## config.mk

```make
export PLATFORM = sky130hd
export DESIGN_NAME = muldiv_unit
export DESIGN_NICKNAME = d
export VERILOG_FILES = /design/src/rtl/cpu_pkg.sv /design/src/rtl/muldiv_unit.sv
export SDC_FILE = /design/constraint.sdc
export NUM_CORES = 1
export LEC_CHECK = 0
export CAP_MARGIN = 10
export CORE_AREA = 2 2 158 160
export CTS_CLUSTER_DIAMETER = 60
export DETAILED_ROUTE_END_ITERATION = 7
export DIE_AREA = 0 0 160 162
export PLACE_DENSITY = 0.6
export SLEW_MARGIN = 20
export SYNTH_ARGS = -nofsm -noshare
export SYNTH_HDL_FRONTEND = slang
export SYNTH_SLANG_ARGS = --single-unit
```

## constraint.sdc

```tcl
create_clock -name clk -period 3.6 [get_ports clk]
set_clock_uncertainty 0.15 [all_clocks]
set_input_delay 0.9 -clock clk [delete_from_list [all_inputs] [get_ports clk]]
set_output_delay 0.9 -clock clk [all_outputs]
set_load 0.02 [all_outputs]
```

## src/rtl/cpu_pkg.sv

```systemverilog
// Shared CPU definitions: register address width and multiply/divide opcodes.
// Opcode encodings match the in_op field driven by the issue stage.
package cpu_pkg;

  localparam int REG_ADDR_WIDTH = 5;

  typedef enum logic [1:0] {
    MULDIV_MUL   = 2'd0,
    MULDIV_MULHU = 2'd1,
    MULDIV_DIVU  = 2'd2,
    MULDIV_REMU  = 2'd3
  } muldiv_op_t;

  function automatic logic op_is_mul(input muldiv_op_t op);
    return (op == MULDIV_MUL) || (op == MULDIV_MULHU);
  endfunction

endpackage

```

## src/rtl/muldiv_unit.sv

```systemverilog
// Iterative unsigned multiply/divide unit: one bit per clock, shared counter and accumulator.
// Results are presented in DONE and held until the writeback consumer accepts them.
//
// state | meaning
// IDLE  | waiting for a request; in_ready high
// CALC  | DATA_WIDTH shift-add or restoring-divide iterations
// DONE  | result valid, waiting for out_ready
module muldiv_unit
  import cpu_pkg::*;
#(
  parameter int DATA_WIDTH = 32
) (
  input  logic                      clk,
  input  logic                      rst,
  input  logic                      in_valid,
  output logic                      in_ready,
  input  logic [1:0]                in_op,
  input  logic [DATA_WIDTH-1:0]     in_a,
  input  logic [DATA_WIDTH-1:0]     in_b,
  input  logic [REG_ADDR_WIDTH-1:0] in_rd,
  output logic                      out_valid,
  input  logic                      out_ready,
  output logic [REG_ADDR_WIDTH-1:0] out_rd,
  output logic [DATA_WIDTH-1:0]     out_data,
  output logic                      busy
);

  localparam int CNT_W = $clog2(DATA_WIDTH) + 1;

  typedef enum logic [1:0] {
    S_IDLE = 2'd0,
    S_CALC = 2'd1,
    S_DONE = 2'd2
  } state_t;

  state_t                    r_state, w_state_nxt;
  muldiv_op_t                r_op;
  logic [DATA_WIDTH-1:0]     r_b;
  logic [REG_ADDR_WIDTH-1:0] r_rd;
  logic [CNT_W-1:0]          r_cnt;
  // hi/lo hold product halves for multiply, remainder/quotient for divide
  logic [DATA_WIDTH-1:0]     r_hi;
  logic [DATA_WIDTH-1:0]     r_lo;

  logic                      w_is_mul;
  logic [DATA_WIDTH:0]       w_sum;
  logic [DATA_WIDTH-1:0]     w_mul_hi, w_mul_lo;
  logic [DATA_WIDTH:0]       w_shift;
  logic                      w_ge;
  logic [DATA_WIDTH-1:0]     w_div_hi, w_div_lo;

  assign w_is_mul = op_is_mul(r_op);

  // Shift-add step: conditionally add B into the upper half, then shift the product right.
  always_comb begin
    w_sum = {1'b0, r_hi} + {1'b0, r_b};
    if (r_lo[0]) begin
      w_mul_hi = w_sum[DATA_WIDTH:1];
      w_mul_lo = {w_sum[0], r_lo[DATA_WIDTH-1:1]};
    end else begin
      w_mul_hi = {1'b0, r_hi[DATA_WIDTH-1:1]};
      w_mul_lo = {r_hi[0], r_lo[DATA_WIDTH-1:1]};
    end
  end

  // Restoring step; with B == 0 every compare succeeds, giving all-ones quotient and remainder == A.
  always_comb begin
    w_shift = {r_hi, r_lo[DATA_WIDTH-1]};
    w_ge    = (w_shift >= {1'b0, r_b});
    if (w_ge) begin
      w_div_hi = w_shift[DATA_WIDTH-1:0] - r_b;
      w_div_lo = {r_lo[DATA_WIDTH-2:0], 1'b1};
    end else begin
      w_div_hi = w_shift[DATA_WIDTH-1:0];
      w_div_lo = {r_lo[DATA_WIDTH-2:0], 1'b0};
    end
  end

  always_ff @(posedge clk) begin
    if (rst) r_state <= S_IDLE;
    else     r_state <= w_state_nxt;
  end

  always_comb begin
    w_state_nxt = r_state;
    case (r_state)
      S_IDLE:  if (in_valid) w_state_nxt = S_CALC;
      S_CALC:  if (r_cnt == CNT_W'(1)) w_state_nxt = S_DONE;
      S_DONE:  if (out_ready) w_state_nxt = S_IDLE;
      default: w_state_nxt = S_IDLE;
    endcase
  end

  always_ff @(posedge clk) begin
    if (rst) begin
      r_op  <= MULDIV_MUL;
      r_b   <= '0;
      r_rd  <= '0;
      r_cnt <= '0;
      r_hi  <= '0;
      r_lo  <= '0;
    end else begin
      case (r_state)
        S_IDLE: begin
          if (in_valid) begin
            r_op  <= muldiv_op_t'(in_op);
            r_b   <= in_b;
            r_rd  <= in_rd;
            r_cnt <= CNT_W'(DATA_WIDTH);
            r_hi  <= '0;
            r_lo  <= in_a;
          end
        end
        S_CALC: begin
          r_cnt <= r_cnt - CNT_W'(1);
          if (w_is_mul) begin
            r_hi <= w_mul_hi;
            r_lo <= w_mul_lo;
          end else begin
            r_hi <= w_div_hi;
            r_lo <= w_div_lo;
          end
        end
        default: ;
      endcase
    end
  end

  assign in_ready  = (r_state == S_IDLE);
  assign busy      = (r_state != S_IDLE);
  assign out_valid = (r_state == S_DONE);

  // Outputs are forced to zero outside DONE so an idle unit writes nothing useful.
  always_comb begin
    out_rd   = '0;
    out_data = '0;
    if (r_state == S_DONE) begin
      out_rd = r_rd;
      case (r_op)
        MULDIV_MUL:   out_data = r_lo;
        MULDIV_MULHU: out_data = r_hi;
        MULDIV_DIVU:  out_data = r_lo;
        MULDIV_REMU:  out_data = r_hi;
        default:      out_data = '0;
      endcase
    end
  end

endmodule

```

# Word-level counts from Yosys, hierarchy flattened
# Cells that the tools add are included.
[op_classes]
add_sub_neg = 3
order_cmp = 1
n_eq_ne = 9
n_mux = 19
n_reduce_logical = 10
[ops]
columns = ["op", "n"]
rows = [
  ["$mux W32", 8],
  ["$pmux W32 S2", 3],
  ["$add A32 B32 Y33", 1],
  ["$ge A33 B32 Y1", 1],
  ["$sub A32 B32 Y32", 1],
  ["$pmux W6 S2", 1],
  ["$eq A2 B2 Y1 const B", 3],
  ["$eq A6 B1 Y1 const B", 1],
  ["$mux W2", 3],
  ["$mux W6", 1],
  ["$pmux W2 S3", 1],
  ["$sub A6 B1 Y6 const B", 1],
  ["$mux W5", 1],
  ["$eq A2 B1 Y1 const B", 2],
  ["$logic_not A2 Y1", 2],
  ["$ne A2 B2 Y1 const B", 2],
  ["$reduce_and A2 Y1", 2],
  ["$reduce_bool A2 Y1", 2],
  ["$reduce_or A2 Y1", 2],
  ["$reduce_and A3 Y1", 1],
  ["$ne A2 B1 Y1 const B", 1],
  ["$logic_or A1 B1 Y1", 1],
  ["$mux W1", 1],
]
[word_totals]
reg_bits = 111
inputBits = 75
out_inout_bits = 40
elab_cells = 49

# Longest topological paths before layout
# Gate-level depths: netlist of run 1.
[logic_depth]
ltp_word = 4
mapped_depth = 14
mapped_depth_nobuf = 13

# Worst setup path before layout of run 1
# OpenSTA, ideal clock, no wires.
[synth_timing]
kind = "register -> register"
start = "reg r_b[18]"
end = "reg r_hi[16]"
setup_time_ns = 0.117
arrival_time_ns = 2.716
required_time_ns = 3.333
path_slack_ns = 0.616
path_stages_with_launch = 14
n_path_buf = 3
period_less_slack_ns = 2.984
path_cell_list = "dfxtp_1 -> inv_1 -> ha_1 -> buf_2 -> nand4_1 -> or3_1 -> or3_4 -> o211ai_2 -> a31o_1 -> buf_6 -> buf_6 -> mux2i_1 -> nand2_1 -> a32o_1"
[synth_via]
elab_chain_cells = 4
[synth_lines]
columns = ["item", "line", "rtl"]
rows = [
  ["start, declared", "muldiv_unit.sv:38", "logic [DATA_WIDTH-1:0] r_b;"],
  ["start signal, assigned", "muldiv_unit.sv:107", "r_b <= in_b;"],
  ["$ge A33 B32 Y1", "muldiv_unit.sv:69", "w_ge = (w_shift >= {1'b0, r_b});"],
  ["$mux W32", "muldiv_unit.sv:70", "if (w_ge) begin"],
  ["$mux W32", "muldiv_unit.sv:116", "if (w_is_mul) begin"],
  ["$pmux W32 S2", "muldiv_unit.sv:103", "case (r_state)"],
  ["end signal, assigned", "muldiv_unit.sv:117", "r_hi <= w_mul_hi;"],
  ["end signal, assigned", "muldiv_unit.sv:120", "r_hi <= w_div_hi;"],
  ["end, declared", "muldiv_unit.sv:42", "logic [DATA_WIDTH-1:0] r_hi;"],
]
# No other way between the ends.
# A chain may end at the register's enable or synchronous reset.

# Worst setup path in the final report of run 1
[layout_timing]
start = "reg r_b[18]"
end = "reg r_hi[18]"
[layout_via]
elab_chain_cells = 4
word_cells_on_any_way = 7
cone_classes = "add/sub: 2; order compare: 1; mux: 4"
[layout_lines]
columns = ["item", "line", "rtl"]
rows = [
  ["$sub A32 B32 Y32, or another cell as far along", "muldiv_unit.sv:71", "w_div_hi = w_shift[DATA_WIDTH-1:0] - r_b;"],
  ["$mux W32 (on tied branches)", "muldiv_unit.sv:70, muldiv_unit.sv:57", ""],
  ["$mux W32 (*)", "muldiv_unit.sv:116", ""],
  ["$pmux W32 S2 (*)", "muldiv_unit.sv:103", ""],
]
# Mark *: on every way between the ends. The rest lies on a longest branch, timed or not.

==> results.md, run 1 <==
- Status: finished, final reports clean
- Maximum VDD drop: 0.000262 V
- Tmin final: 3.36 ns
- Initial antenna violation count: 0
- DRT iter0 DRCs: 676
- Die Ht: 162 um
- Top cells by area, synth: dfxtp_1 (23%), ha_1 (8.7%), nand2_1 (8.2%), a21oi_1 (7.1%), mux2i_1 (7.0%)
- Final Hold Fails: 0
- Met3 routed WL: 1.85 mm
- Cts hold-fix bufs: 0
- WL final: 31.8 mm
- Initial core utilization: 39.5%
- Die area: 25900 um^2
- Tcrit/Tclk final: 93.4%
- Antenna viol nets, final: 0
- CP Max Fanout: 9
- Cts bufs inserted: 9
- First-pass GRT wire length: around 50 mm
- Synth Area per Inst: 7.35 um^2
- Rel. slew slack: 33.4%
- Setup TNS: 0 ns
- Reg clk slew, reported paths: 0.10 ns
- Compound-gate portion of the synthesized area: 28.3%
- Met2 WL: about 15 mm
- Area Growth Syn to Fin: 20.6%
- Yosys top cell area share: a little under a quarter
- Post-route DRC: 0
- Unrepaired setup endpoints after global routing: no
- Placement Rows: 57
- Post-synth cell types: 65
- Synth top cells by count: nand2_1 (209), a21oi_1 (135), dfxtp_1 (111)
- Total grt overflow: 0
- Clock sinks: approximately 110
- Mux cell area share after synthesis: 7.88%
- Critical path launch point type: flip-flop
- Synthesized-area fraction occupied by adder cells: 9.10%
- Prevailing post-synth register cell: dfxtp_1
- Syn Inst Count: 1295
- Simple-gate share of the synthesized area: a little over a fifth
- Vias per inst: between 5 and 6
- Clock Latency Late Sink: 0.38 ns
- M1 wire length: ~14 mm
- Root Driver: clkbuf_16
- Endpoint class of the critical path: flip-flop
- Most common cell in the netlist: nand2_1
- Number of synthesized flops with an enable pin: 0
- Xor/xnor cell area share of the yosys netlist: 4.88%
- #FFs+latches synth: between 100 and 150
- Core area: approximately 24000 um^2
- Clk buf depth: 2
- Leakage Power: between 0.004 and 0.005 uW
- Syn nets: 1438
- Final Slew Violations: 0
- Worst-path cell chain: inv_1 -> ha_1 -> nand4_1 -> or3_1 -> or3_4 -> o211ai_2 -> a31o_2 -> buf_4 -> nor2_2 -> a311o_1 -> a32o_1
- Multi-input gate area: about 6800 um^2
- Layout cells sized above 1: just over 6%
- Cell accounting for the most synthesized area: dfxtp_1
- Worst-Margin Slew: about 1 ns
- Largest family of logic cells by synthesized area: compound AO/OA/AOI/OAI gates
- Syn Std Cell Area: 9520 um^2
- Fill cells: 2498
- H-tree levels: 3
- Largest net degree at the start of global routing: 80
- Pwr Total: 4050 uW
- Vias: slightly below 10k
- Top layer reached by signal wires: met4
- Hold_ws: 0.309 ns
- TritonCTS clock tree: yes
- Crit-path slowest cell: ha_1
- GP Congestion: 0.932
- Ports: 115
- Pwr/cell area: about 350 nW/um^2
- I/O Buffers: 114
- Sequential-to-total area share from yosys stat: 23.4%
- WP data required: 3.72 ns
- Yosys synthesis warning count: 0
- Die X: about 160 um
- Final setup fails: 0
- Nets@finish: 1527
- Max-Cap Viols: 0
- FF/Latch Area: 2230 um^2
- Diode count: 0
- Crit path largest cell delay: ~0.45 ns
- Hpwl dp: 23.8 mm
- HP Class: reg -> reg
- Vias in the first global route: roughly 9.5k
- Setup CP Type: reg -> reg
- Asr flop ratio synth: 0%
- Routed WL per cell: 18.6 um
- First drt pass iteration count: 5
- Overall routing resource usage: 24.4%
- Max Fclk: 297 MHz
- Worst EP arrival: between 3 and 4 ns
[cells in the final DEF (no fill, tap or decap), types with 10 or more instances in the layout]
cell type	n
a211oi_1	49
dfxtp_1	109
xor2_1	22
nand4_1	12
mux2i_1	67
a22o_1	12
nor2b_1	38
nor3_1	16
a31oi_1	13
a311oi_1	35
o21a_1	10
nand3_1	25
xnor2_1	31
buf_4	40
o211ai_1	11
nand2_1	208
inv_1	55
a21oi_1	134
o21ai_0	63
clkdlybuf4s50_1	113
nor2_1	94
ha_1	66
a21o_1	27
[flip-flops by register name, indices dropped and copies added (netlist names)]
signal and cells:
r_b 32, r_cnt 6, r_hi 32, r_lo 32, r_op 2, r_rd 5
r_state 2
[worst max-delay path: cells and delay by family, from the launching register on]
| family | cells | cell delay [ns] |
|---|---|---|
| adder cells (fa/ha/maj) | 1 | 0.45 |
| flip-flops | 1 | 0.38 |
| AO/OA/AOI/OAI | 4 | 0.90 |
| AND/OR/NAND/NOR | 4 | 1.12 |
| buffers and inverters | 2 | 0.27 |
[kinds of logic after synthesis]
family          Yosys count
fa+ha+maj                68
mux                      74
simple gates            443
flops                   111
buf+inv                 135
compound gates          411
xor+xnor                 53
[layer usage]
metal	vias up	GRT usage [%]
met5	-	0
met4	0	6.31
met3	41	4.19
met2	310	41.7
met1	4555	32.0
li1	4868	-
[worst paths after layout]
path | from | end | slack, ns | depth (start not counted)
setup reg to reg | r_b[18] | r_hi[18] | 0.24 | 11
hold reg to reg | r_rd[0] | r_rd[0] | 0.31 | 2
setup / recovery | r_b[18] | r_hi[18] | 0.24 | 11
hold / removal | r_rd[0] | r_rd[0] | 0.31 | 2
[per-stage QoR]
stage          instance area, um^2  std cells  utilization (%)  worst slack, ns
3_3_place_gp                 11100       1697             46.2            0.270
6_report                     11500       1713             47.6            0.237
5_1_grt                      11500       1713             47.6           0.0407
3_5_place_dp                 11100       1697             46.2            0.111
4_1_cts                      11500       1713             47.5           0.0859
2_1_floorplan                 9520       1295                -            0.616
[report_power, final]
| part | total, uW | switching [uW] | internal (uW) |
|---|---|---|---|
| clock | 1120 | 604 | 517 |
| sequential | 1430 | 114 | 1320 |
| combinational | 1500 | 856 | 640 |
| total | 4050 | 1570 | 2480 |
[area by class of cell]
cell class / count / share of cell area [%]
clock inverters: 7 / 0.883
multi-input cells: 1049 / 59.1
clock buffers: 9 / 1.96
well taps: 324 / 3.53
inverters: 55 / 1.80
repair buffers: 158 / 13.3
flip-flops and latches: 111 / 19.4
[timing repair]
action                     in CTS  in global routing
gates resized for setup         0                  5
buffers inserted                0                  0
setup endpoints to repair       0                  2
Note: power is estimated with default switching activity, not from simulation.
==> inputs of run 2 (changes only) <==
Settings changed: CAP_MARGIN 10 to 15, CORE_AREA 2 2 158 160 to 3 3 159 161, DIE_AREA 0 0 160 162 to 0 0 162 164, PLACE_DENSITY 0.6 to default.
==> results.md, run 2 (synthesis results as in run 1) <==
- Status: finished with violations
- Failing checks: DRC
- Vias: 9910
- Pwr/cell area: 353 nW/um^2
- Cts hold-fix bufs: 0
- Crit-path slowest cell: o41ai_1
- Hpwl dp: 23.9 mm
- Largest net degree at the start of global routing: 80
- Post-CTS Setup Bufs: 0
- Max-Cap Viols: 0
- Die X: 162 um
- First-pass GRT wire length: 50.2 mm
- R2R depth: 14
- H-tree levels: 3
- Post-Layout Cell Count: 1723
- Endpoint class of the critical path: flip-flop
- Nets@finish: 1537
- Post-layout util: 47.9%
- Worst hold start: r_rd[0]
- Final Slew Violations: 0
- Layout cells sized above 1: 6.79%
- Cts bufs inserted: 9
- Placement Rows: 57
- Root Driver: clkbuf_16
- Maximum VDD drop: 0.000221 V
- Overall routing resource usage: 23.4%
- Crit path largest cell delay: 0.40 ns
- Max Fclk: 294 MHz
- Unrepaired setup endpoints after global routing: no
- Reg2reg setup slack: approximately 0.20 ns
- CP Max Fanout: 3
- Ports: 115
- Die Ht: 164 um
- Post-route DRC: 1
- Commonest non-fill, non-tap cell in the layout: nand2_1
- Critical path launch point type: flip-flop
- DRT iter0 DRCs: just under 700
- WL final: 31.8 mm
- GP Congestion: roughly 0.95
- Initial antenna violation count: 0
- Worst path top cell family by delay: compound AO/OA/AOI/OAI gates
- Rel. slew slack: between 40% and 50%
- WP data required: 3.71 ns
- Final setup fails: 0
- Worst EP arrival: 3.51 ns
- Antenna viol nets, final: 0
- Area Growth Syn to Fin: 21.4%
- Placed instance count: 1707
- Clk buf depth: 2
- Dpl cell area: between 10000 and 15000 um^2
- Routed WL per cell: about 18 um
- Clock Latency Late Sink: 0.38 ns
- Total grt overflow: 0
- Regs by FF count: r_b (32), r_hi (32), r_lo (32)
- FF/Latch Area: ~2200 um^2
- Initial core utilization: 39.5%
- Clock sinks: 111
- TritonCTS clock tree: yes
- Reg-to-Reg End: r_hi[17]
- Worst Path Buf+Inv: 3
- First drt pass iteration count: 8
- Setup CP Type: reg -> reg
- Fill cells: 2470
- Reg clk slew, reported paths: 0.09 ns
- Worst R2R Start: r_b[0]
- Final Hold Fails: 0
- Vias in the first global route: around 9.5k
- Leakage Power: 0.00458 uW
- Worst-path cell chain: ha_1 -> inv_1 -> fa_1 -> nand2b_1 -> a21oi_1 -> buf_4 -> o21ai_0 -> a211oi_1 -> buf_4 -> o41ai_1 -> o21ai_0 -> xor2_1 -> mux2_2 -> a221o_1
- Design Area, Final: 11600 um^2
- Hold depth: 2
- HP Class: reg -> reg
- Core area: 24100 um^2
- Die area: between 20000 and 30000 um^2
- Diode count: 0
- Setup TNS: 0 ns
- I/O Buffers: 114
- Multi-input gate area: between 6000 and 7000 um^2
- Commonest cells after routing, fill and taps aside: nand2_1 (208), a21oi_1 (135), clkdlybuf4s50_1 (113)
- Worst-Margin Slew: 0.803 ns
- Vias per inst: 5.75
- Tcrit/Tclk final: between 90% and 100%
- Tmin final: around 3.4 ns
- Hold Path Sink: r_rd[0]
[run 2: repair_timing]
item	4_1_cts	5_1_grt
endpoints found under the hold margin	0	0
resized for setup	0	7
setup endpoints to repair	0	19
[run 2: report_power, final]
| part | internal [uW] | switching [uW] |
|---|---|---|
| Clock | 571 | 566 |
| Combinational | 656 | 861 |
| Sequential | 1320 | 109 |
| Total | 2550 | 1540 |
[run 2: cell type report]
type / count / share of cell area [%]
clock buffer: 9 / 1.95
clock inverter: 7 / 0.996
inverter: 55 / 1.79
multi-input combinational: 1049 / 58.8
sequential: 111 / 19.3
tap: 324 / 3.51
timing repair buffer: 168 / 13.7
[run 2: how the worst max path moves through the flow]
stage | start | end | slack (ns) | cells after the start
6_report | r_b[0] | r_hi[17] | 0.20 | 14
5_1_grt | r_b[3] | r_hi[25] | 0.008 | 12
4_1_cts | r_b[0] | r_hi[25] | 0.06 | 13
3_5_place_dp | r_b[0] | r_hi[25] | 0.08 | 13
3_3_place_gp | r_b[21] | r_hi[3] | 0.18 | 12
2_1_floorplan | r_b[18] | r_hi[16] | 0.62 | 13
[run 2: routing by layer]
layer  global-route usage (%)  vias to the layer above  wire length [um]
met1                     31.1                     4644             14100
met5                        0                        -                 0
li1                         -                     4882                 -
met3                     4.24                       60              1950
met4                     8.14                        0               935
met2                     38.4                      324             14800
[run 2: through the flow]
step | power [uW] | hold slack [ns] | worst slack (ns)
2_1_floorplan | 2500 | 0.282 | 0.616
3_3_place_gp | 2940 | 0.287 | 0.182
3_5_place_dp | 2940 | 0.292 | 0.0785
4_1_cts | 4090 | 0.305 | 0.0612
5_1_grt | 4320 | 0.324 | 0.00793
6_report | 4080 | 0.304 | 0.200
[run 2: worst reg2reg max path, stage by stage, from the launching register on]
cell and delay [ns]:
dfxtp_1 0.32, ha_1 0.21, inv_1 0.07, fa_1 0.20, nand2b_1 0.15, a21oi_1 0.09
buf_4 0.14, o21ai_0 0.36, a211oi_1 0.15, buf_4 0.16, o41ai_1 0.40, o21ai_0 0.17
xor2_1 0.16, mux2_2 0.27, a221o_1 0.28
==> inputs of run 3 (changes only) <==
Settings changed: ABC_AREA from default to 1, CORE_AREA 3 3 159 161 to 3 3 168 170, DIE_AREA 0 0 162 164 to 0 0 171 173.
==> results.md, run 3 <==
- Yosys synthesis warning count: 0
- Regs by FF count: r_b (32), r_hi (32), r_lo (32)
- Rel. slew slack: about a quarter
- Ports: about 120
- Post-route DRC: 0
- Final Hold Fails: 0
- Syn Std Cell Area: roughly 11000 um^2
- First-pass GRT wire length: 62.5 mm
- Commonest cells after routing, fill and taps aside: nand2_1 (611), a21oi_1 (296), inv_1 (289)
- Reg2reg setup slack: approximately 0.6 ns
- Endpoint class of the critical path: primary output
- Largest net degree at the start of global routing: 93
- Syn Inst Count: ~1.9k
- Worst-Margin Slew: 1.12 ns
- Sequential-to-total area share from yosys stat: between 20% and 30%
- First drt pass iteration count: 5
- Prevailing post-synth register cell: dfxtp_1
- Reg-to-Reg End: r_hi[2]
- WP data required: 2.55 ns
- Max-Cap Viols: 0
- Pre-CTS setup slack: ~0.64 ns
- Die Ht: 173 um
- I/O Buffers: 114
- Vias: 12.3k
- PnR worst setup slack: 0.278 ns
- Root Driver: clkbuf_16
- Synth Area per Inst: 5.58 um^2
- Die X: 171 um
- Initial antenna violation count: 1
- Final setup fails: 0
- Clk buf depth: 2
- Routed WL per cell: 17.3 um
- Placement Rows: 60
- Final Slew Violations: 0
- Post-cts repair resize count: 0
- Critical path launch point type: flip-flop
- Leakage Power: 0.00585 uW
- Maximum VDD drop: around 0.00023 V
- Die area: 29600 um^2
- CP Max Fanout: 14
- Post-synth cell types: 38
- Syn nets: 2054
- Setup CP Type: reg -> out
- Cts hold-fix bufs: 0
- Vias in the first global route: 11.5k
- Worst EP arrival: about 2.3 ns
- Fill cells: 3023
- Most common cell in the netlist: nand2_1
- Layout cells sized above 1: 3.07%
- Initial core utilization: 39.7%
- Tmin final: 3.32 ns
- GP Congestion: 0.961
- Hold_ws: 0.310 ns
- Post-layout util: 46.2%
- Placed instance count: between 2k and 2.5k
- Tcrit/Tclk final: 92.3%
- Hold Path Sink: r_rd[0]
- Nets@finish: 2122
- Area Growth Syn to Fin: 16.3%
- WL final: 40.1 mm
- Worst R2R Start: r_hi[27]
- Post-Layout Cell Count: roughly 2.3k
- Post-CTS Setup Bufs: 0
- Number of synthesized flops with an enable pin: 0
- Core area: 26900 um^2
- Reg clk slew, reported paths: about 0.090 ns
- Pwr/cell area: 359 nW/um^2
- H-tree levels: 3
- HP Class: reg -> reg
- R2R depth: 11
- Cts bufs inserted: 9
- Yosys top cell area share: 21.6%
- Multi-input gate area: slightly above 7000 um^2
- Overall routing resource usage: between 20% and 30%
- Commonest non-fill, non-tap cell in the layout: nand2_1
- Synth top cells by count: nand2_1 (613), a21oi_1 (296), inv_1 (290)
- FF/Latch Area: 2230 um^2
- Worst hold start: r_rd[0]
- TritonCTS clock tree: yes
- Clock sinks: 111
- Hpwl dp: 31.5 mm
- Hold depth: 2
- Antenna viol nets, final: 0
- Setup TNS: 0 ns
- #FFs+latches synth: 111
- DRT iter0 DRCs: 862
- Cell accounting for the most synthesized area: nand2_1
- Unrepaired setup endpoints after global routing: no
- Vias per inst: between 5 and 6
- Top cells by area, synth: nand2_1 (22%), dfxtp_1 (21%), a21oi_1 (14%), inv_1 (10%), ha_1 (7.7%)
- Max Fclk: 301 MHz
- Total grt overflow: 0
- Asr flop ratio synth: 0%
- Status: finished, final reports clean
- Clock Latency Late Sink: 0.37 ns
[run 3: per-stage QoR]
stage               cell area [um^2]  power (uW)
floorplan                      10700        2800
CTS                            12400        4470
finish                         12400        4460
global route                   12400        4770
global placement               12100        3390
detailed placement             12100        3400
[run 3: metal layers]
metal,share of wire [%],global-route usage [%]
met5,0,0
met4,2.7,8.89
met3,6.9,4.25
met2,43,40.1
met1,48,38.8
[run 3: final cells by class]
class                   count  area share, %
multi-input cells        1431           56.8
diodes                      1         0.0202
well taps                 341           3.44
inverters                 292           8.83
repair buffers            134           10.5
clock inverters             7          0.635
clock buffers               9           1.81
flip-flops and latches    111           17.9
[run 3: power by group]
part	leakage [uW]	switching [uW]	internal [uW]
Sequential	0.000915	126	1350
Clock	0.000148	569	496
Combinational	0.00479	1280	637
[run 3: how the worst max path moves through the flow]
stage	start	end	slack [ns]	cells past startpoint
final	r_state[1]	out_data[28]	0.28	6
after global placement	r_hi[27]	r_hi[3]	0.63	11
after detailed placement	r_hi[27]	r_hi[2]	0.64	11
after floorplan	r_state[1]	out_data[14]	1.07	5
after CTS	r_state[1]	out_data[20]	0.26	6
after global routing	r_state[1]	out_data[20]	0.12	6
[run 3: kinds of logic (layout without fill, tap and decap cells)]
logic type | count (synthesis) | count (layout) | share of synthesized area (%)
AND/OR/NAND/NOR | 923 | 923 | 36.2
AO/OA/AOI/OAI | 419 | 419 | 20.0
buffers and inverters | 369 | 442 | 13.2
flip-flops | 111 | 111 | 20.8
adder cells (fa/ha/maj) | 68 | 68 | 8.11
XOR/XNOR | 21 | 21 | 1.72
other | 0 | 1 | 0
[run 3: critical path: stages (launching register included)]
cell             delay [ns]
dfxtp_1                0.33
inv_1                  0.06
nor2_1                 0.20
buf_4                  0.19
inv_1                  0.26
a21oi_1                0.22
clkdlybuf4s50_1        0.63
